`src/rtl/register_status_table_if.sv`:
```
// Issue, lookup, CDB and flush signals between the issue stage and the register status table.
// The table sits on the slave modport.
interface register_status_table_if #(
  parameter int NUM_REGS = 8,
  parameter int REG_AW   = 3,
  parameter int DATA_W   = 16,
  parameter int TAG_W    = 3
);
  logic                Issue_valid;
  logic [REG_AW-1:0]   Issue_rd;
  logic [TAG_W-1:0]    Issue_tag;
  logic [REG_AW-1:0]   Issue_rs;
  logic [REG_AW-1:0]   Issue_rt;
  logic [TAG_W-1:0]    Rs_Qj;
  logic [TAG_W-1:0]    Rs_Qk;
  logic [DATA_W-1:0]   Rs_Vj;
  logic [DATA_W-1:0]   Rs_Vk;
  logic                CDB_valid;
  logic [TAG_W-1:0]    CDB_tag;
  logic [DATA_W-1:0]   CDB_data;
  logic                Flush;
  logic [NUM_REGS-1:0] Busy_mask;

  modport master (
    output Issue_valid, Issue_rd, Issue_tag, Issue_rs, Issue_rt,
    output CDB_valid, CDB_tag, CDB_data, Flush,
    input  Rs_Qj, Rs_Qk, Rs_Vj, Rs_Vk, Busy_mask
  );

  modport slave (
    input  Issue_valid, Issue_rd, Issue_tag, Issue_rs, Issue_rt,
    input  CDB_valid, CDB_tag, CDB_data, Flush,
    output Rs_Qj, Rs_Qk, Rs_Vj, Rs_Vk, Busy_mask
  );
endinterface

```
`src/rtl/register_status_table.sv`:
```
// Tomasulo register status table: per-register producer tag (Qi) and committed data,
// with tag renaming at issue, tag-matched CDB write-back, flush and two bypassed lookup ports.
module register_status_table #(
  parameter int NUM_REGS = 8,
  parameter int REG_AW   = 3,
  parameter int DATA_W   = 16,
  parameter int TAG_W    = 3,
  parameter logic [DATA_W-1:0] RESET_DATA = DATA_W'(1)
) (
  input logic                    Clock,
  input logic                    Reset,
  register_status_table_if.slave bus
);
  logic [TAG_W-1:0]    qi     [NUM_REGS];
  logic [DATA_W-1:0]   data_q [NUM_REGS];
  logic                cdb_ok;
  logic                issue_ok;
  logic [NUM_REGS-1:0] cdb_hit;
  logic [NUM_REGS-1:0] issue_hit;
  logic [NUM_REGS-1:0] busy;
  logic [TAG_W-1:0]    qj, qk;
  logic [DATA_W-1:0]   vj, vk;

  function automatic logic in_range(input logic [REG_AW-1:0] idx);
    return {1'b0, idx} < (REG_AW+1)'(NUM_REGS);
  endfunction

  assign cdb_ok   = bus.CDB_valid && (bus.CDB_tag != '0);
  assign issue_ok = bus.Issue_valid && (bus.Issue_tag != '0) && !bus.Flush &&
                    in_range(bus.Issue_rd);

  always_comb begin
    cdb_hit   = '0;
    issue_hit = '0;
    busy      = '0;
    for (int i = 0; i < NUM_REGS; i++) begin
      cdb_hit[i]   = cdb_ok && (qi[i] == bus.CDB_tag);
      issue_hit[i] = issue_ok && (bus.Issue_rd == REG_AW'(i));
      busy[i]      = (qi[i] != '0);
    end
  end

  // A same-cycle rename beats the CDB clear: the newer producer owns the tag.
  always_ff @(posedge Clock or negedge Reset) begin
    if (!Reset) begin
      for (int i = 0; i < NUM_REGS; i++) begin
        qi[i]     <= '0;
        data_q[i] <= RESET_DATA;
      end
    end else begin
      for (int i = 0; i < NUM_REGS; i++) begin
        if (cdb_hit[i])
          data_q[i] <= bus.CDB_data;
        if (issue_hit[i])
          qi[i] <= bus.Issue_tag;
        else if (bus.Flush || cdb_hit[i])
          qi[i] <= '0;
      end
    end
  end

  // Lookups read pre-edge state; a matching CDB broadcast is forwarded directly.
  always_comb begin
    qj = '0;
    vj = '0;
    qk = '0;
    vk = '0;
    for (int i = 0; i < NUM_REGS; i++) begin
      if (bus.Issue_rs == REG_AW'(i)) begin
        qj = qi[i];
        vj = data_q[i];
      end
      if (bus.Issue_rt == REG_AW'(i)) begin
        qk = qi[i];
        vk = data_q[i];
      end
    end
    if (cdb_ok && (qj == bus.CDB_tag)) begin
      qj = '0;
      vj = bus.CDB_data;
    end
    if (cdb_ok && (qk == bus.CDB_tag)) begin
      qk = '0;
      vk = bus.CDB_data;
    end
  end

  assign bus.Rs_Qj     = qj;
  assign bus.Rs_Vj     = vj;
  assign bus.Rs_Qk     = qk;
  assign bus.Rs_Vk     = vk;
  assign bus.Busy_mask = busy;
endmodule

```
`src/flat_wrapper.sv`:
```
// flat-port wrapper written by rule: the top's interface ports become plain ports
module register_status_table_flat 
#(
  parameter int NUM_REGS = 8,
  parameter int REG_AW   = 3,
  parameter int DATA_W   = 16,
  parameter int TAG_W    = 3,
  parameter logic [DATA_W-1:0] RESET_DATA = DATA_W'(1)
)
  (Clock, Reset, bus_Issue_valid, bus_Issue_rd, bus_Issue_tag, bus_Issue_rs, bus_Issue_rt, bus_CDB_valid, bus_CDB_tag, bus_CDB_data, bus_Flush, bus_Rs_Qj, bus_Rs_Qk, bus_Rs_Vj, bus_Rs_Vk, bus_Busy_mask);
  register_status_table_if #(.NUM_REGS(NUM_REGS), .REG_AW(REG_AW), .DATA_W(DATA_W), .TAG_W(TAG_W)) bus_i ();
  input logic Clock;
  input logic Reset;
  input wire logic [$bits(bus_i.Issue_valid)-1:0] bus_Issue_valid;
  input wire logic [$bits(bus_i.Issue_rd)-1:0] bus_Issue_rd;
  input wire logic [$bits(bus_i.Issue_tag)-1:0] bus_Issue_tag;
  input wire logic [$bits(bus_i.Issue_rs)-1:0] bus_Issue_rs;
  input wire logic [$bits(bus_i.Issue_rt)-1:0] bus_Issue_rt;
  input wire logic [$bits(bus_i.CDB_valid)-1:0] bus_CDB_valid;
  input wire logic [$bits(bus_i.CDB_tag)-1:0] bus_CDB_tag;
  input wire logic [$bits(bus_i.CDB_data)-1:0] bus_CDB_data;
  input wire logic [$bits(bus_i.Flush)-1:0] bus_Flush;
  output wire logic [$bits(bus_i.Rs_Qj)-1:0] bus_Rs_Qj;
  output wire logic [$bits(bus_i.Rs_Qk)-1:0] bus_Rs_Qk;
  output wire logic [$bits(bus_i.Rs_Vj)-1:0] bus_Rs_Vj;
  output wire logic [$bits(bus_i.Rs_Vk)-1:0] bus_Rs_Vk;
  output wire logic [$bits(bus_i.Busy_mask)-1:0] bus_Busy_mask;
  assign bus_i.Issue_valid = bus_Issue_valid;
  assign bus_i.Issue_rd = bus_Issue_rd;
  assign bus_i.Issue_tag = bus_Issue_tag;
  assign bus_i.Issue_rs = bus_Issue_rs;
  assign bus_i.Issue_rt = bus_Issue_rt;
  assign bus_i.CDB_valid = bus_CDB_valid;
  assign bus_i.CDB_tag = bus_CDB_tag;
  assign bus_i.CDB_data = bus_CDB_data;
  assign bus_i.Flush = bus_Flush;
  assign bus_Rs_Qj = bus_i.Rs_Qj;
  assign bus_Rs_Qk = bus_i.Rs_Qk;
  assign bus_Rs_Vj = bus_i.Rs_Vj;
  assign bus_Rs_Vk = bus_i.Rs_Vk;
  assign bus_Busy_mask = bus_i.Busy_mask;
  register_status_table #(.NUM_REGS(NUM_REGS), .REG_AW(REG_AW), .DATA_W(DATA_W), .TAG_W(TAG_W), .RESET_DATA(RESET_DATA)) u_core (.Clock(Clock), .Reset(Reset), .bus(bus_i));
endmodule
```
`config.mk`:
```
export PLATFORM = sky130hd
export DESIGN_NAME = register_status_table_flat
export DESIGN_NICKNAME = d
export VERILOG_FILES = /design/src/rtl/register_status_table_if.sv /design/src/rtl/register_status_table.sv /design/src/flat_wrapper.sv
export SDC_FILE = /design/constraint.sdc
export NUM_CORES = 1
export LEC_CHECK = 0
export BUFFER_PORTS_ARGS = -buffer_cell sky130_fd_sc_hd__clkbuf_2
export CAP_MARGIN = 20
export CORE_ASPECT_RATIO = 0.9
export CORE_MARGIN = 5
export CORE_UTILIZATION = 55
export CTS_CLUSTER_SIZE = 12
export DETAILED_ROUTE_END_ITERATION = 6
export PLACE_DENSITY = 0.77
export SYNTH_ARGS = -nofsm -noshare
export SYNTH_HDL_FRONTEND = slang
export SYNTH_SLANG_ARGS = --single-unit
```
`constraint.sdc`:
```
create_clock -name Clock -period 3.4 [get_ports Clock]
set_input_delay 0.68 -clock Clock [delete_from_list [all_inputs] [get_ports Clock]]
set_output_delay 0.68 -clock Clock [all_outputs]
set_load 0.05 [all_outputs]
```
==> results by group <==
Power and ir drop
  – Pwr dens: 597 mW/mm²
  – Static Leak: 5.12 nW
  – Peak supply drop: 0.000382 V

Synth
  – Number of synthesized flops with an enable pin: 0
  – Ys async rst share: 100%
  – Compound-gate portion of the synthesized area: 6.79%
  – XOR/XNOR share of the synthesized area: about 2.5%
  – Synth warn: 0
  – Post-synthesis sequential area ratio: about two fifths
  – Post-Synth Adder-Cell Area: 0%
  – Prevailing post-synth register cell: dfrtp_1
  – Post-Synthesis Cells: slightly below 800
  – #FFs+latches synth: 152
  – Main combinational cell family by area after synthesis: multiplexers
  – Portion of netlist area occupied by mux cells: about 36%
  – Simple-gate portion of the synthesized area: between 9 and 10%
  – Avg Cell Area, Syn: between 10 and 15 µm²
  – Syn_nets: 819
  – Synth unique cells: 48
  – Mapped cell area: 0.00925 mm²

Setup path
  – Worst-path cell chain: clkbuf_4, nor2b_4, a32o_2, o21ai_2, buf_4, and3_1, or4_4, buf_12, mux2_4, clkbuf_8
  – Worst setup SP type: primary input
  – Register-to-Register Path Depth: 5
  – Critical path type: primary input to output pin
  – Largest stage delay, worst path: 590 ps
  – Arr. time, crit path: between 2000 and 3000 ps
  – Required time of the critical path: 2720 ps
  – Instance count on the critical path: 10
  – Crit path buffers/inverters: 4
  – Slowest cell on the critical path: or4_4
  – CP endpoint kind: output pin
  – CP Max Fanout: 9
  – CP top delay family: simple AND/OR/NAND/NOR gates

Clock network
  – Clock latency at the later pin of the worst-skew pair: 440 ps
  – Hold bufs inserted after CTS: 0
  – Clock transition at path regs: approximately 60 ps
  – CTS Sinks: 152
  – Bufs on Longest Clock Path: 2
  – CTS tree: done
  – Root buf cell: clkbuf_16
  – Num CTS Buffers: 17
  – CTS H-tree lvls: 4

Cells and area
  – Most frequent cells in the layout: dfrtp_1, mux2_2, nand2_1
  – Share of post-route cells with drive strength above 1: approximately half
  – Commonest non-fill, non-tap cell in the layout: dfrtp_1
  – Post-route design area: 0.0118 mm²
  – Layout net count: ~900
  – P&R area growth vs syn: 27.8%
  – Diode count: 0
  – Layout Cells excl Fill: about 1100

Die
  – Core area: 0.0167 mm²
  – Die Y: 133 µm
  – Initial Util: 55.3%
  – Die W: ~150 µm
  – I/O Pins: 82
  – Die footprint: 0.0195 mm²
  – # rows: 45

Global routing
  – Initial antenna violation count: 0
  – First-pass GRT wire length: between 40 and 50 mm
  – GRT overflow: 0
  – Vias in the first global route: 7268
  – Total GRT Usage: 27.6%
  – Largest net degree at the start of global routing: 74

Timing
  – Actual slew at the worst max-slew pin: about 730 ps
  – Max-slew headroom: 51.3%
  – Post-route minimum period: 3630 ps
  – Worst setup margin: -230 ps
  – RSZ-0062 raised after global routing: true
  – Fin. Hold Viols: 0
  – Final Cycle Share: 107%
  – Setup Skew: 11.3 ps
  – Final Max Slew Viols: 0
  – Max Freq: 275 MHz
  – # setup viols final: 28

Route
  – Via/cell ratio: 6.53
  – Final WL: 26.6 mm
  – DRC Markers: 0
  – Wirelength per Cell: 23.9 µm
  – Vias: between 7000 and 8000
  – Drt pass-1 iters: 7
  – Routed Antenna Nets: 0
  – Iter 0 DRT Violations: 659

Hold path
  – Type of the most critical hold path: primary input to asynchronous set/reset pin

Place
  – Placer Congestion: slightly above 0.9
  – IO buf count: 81
  – Inst Count DP: 1063
  – DP HPWL: 16.2 mm
  – Placed Area: 0.0105 mm²

Outcome
  – Failing checks: negative setup slack
  – Status: complete, but fails checks

Run
  – Max-cap violations: 0
## metal layers
metal | share of wire (%) | global-route usage [%] | vias up
li1 | - | - | 3100
met1 | 41 | 37.6 | 3728
met2 | 49 | 43.8 | 352
met3 | 7.2 | 6.37 | 77
met4 | 3.3 | 9.77 | 0
met5 | 0 | 0 | -
## report_power, final
part | switching [mW] | total (mW) | leakage, nW | internal, mW
Sequential | 0.341 | 2.61 | 1.85 | 2.27
Combinational | 1.19 | 2.52 | 2.97 | 1.33
Clock | 0.815 | 1.93 | 0.295 | 1.12
Total | 2.35 | 7.06 | 5.12 | 4.72
## Yosys cell counts (5+ instances only)
cell      number  share of area [%]
nand3_1       15               0.81
nor4_2         8                1.1
inv_1          5               0.20
buf_1         10               0.41
nor3b_1        5               0.41
mux4_2        50                 12
a22o_1         9               0.85
buf_2         18               0.97
clkbuf_1      35                1.4
xor2_1        24                2.3
or3_1          9               0.61
and2_1         5               0.34
nand2_1       90                3.7
mux2_4        11                1.8
mux2i_1       45                4.9
o21ai_1       12               0.65
mux2_2       135                 16
mux2_1         8               0.97
nor2_1        25                1.0
dfrtp_1      144                 39
o21ai_0       43                2.3
a21oi_1        9               0.49
nor2b_1        8               0.54
dfstp_2        8                2.3
## cells by family (layout without fill, tap and decap cells)
logic type                count (synthesis)  after routing
DFF                                     152            152
xor gates and xnor gates                 26             26
buffers and inverters                    74            192
and+or+nand+nor                         182            182
muxes                                   249            249
AOI/OAI and AO/OA                       100            100
## cell type report
class                           count  area, µm²
Clock buffer                       18        439
Clock inverter                     14        161
Fill cell                        1077       4900
Inverter                            5       18.8
Multi-Input combinational cell    557       5470
Sequential cell                   152       3820
Tap cell                          211        264
Timing Repair Buffer              155       1660
## metrics by stage
step                hold slack, ps  power (mW)  setup WS [ps]  setup TNS (ps)  utilization [%]
finish                         254        7.06           -230           -3840             70.7
global route                   302        7.36           -291           -5780             70.7
CTS                            280        7.00           -176           -2670             69.8
detailed placement             513        4.89           -409           -6500             63.0
global placement               502        4.81           -330           -5280             63.0
floorplan                      384        4.13           -172            -625                -
## state kept, by name, indices dropped and copies added, names as in the netlist
name / cells
u_core.data_q: 128
u_core.qi: 24
## final timing paths
kind	from	end	slack (ps)
worst min-delay path	Reset	u_core.data_q[33]$_DFFE_PN0P_	250
max in group asynchronous	Reset	u_core.data_q[13]$_DFFE_PN0P_	2360
worst min register to register	u_core.data_q[120]$_DFFE_PN0P_	u_core.data_q[120]$_DFFE_PN0P_	530
worst max-delay path	bus_Issue_rt[1]	bus_Rs_Vk[10]	-230
min in group Clock	u_core.data_q[120]$_DFFE_PN0P_	u_core.data_q[120]$_DFFE_PN0P_	530
worst max register to register	u_core.qi[22]$_DFFE_PN0P_	u_core.data_q[118]$_DFFE_PN0P_	1460
## timing repair
action | CTS | global route
cloned | 5 | 0
buffers inserted | 9 | 3
gates resized for setup | 78 | 28
pin swaps | 3 | 2
setup endpoints to repair | 25 | 34
No activity file was read; power rests on OpenSTA's default activity.
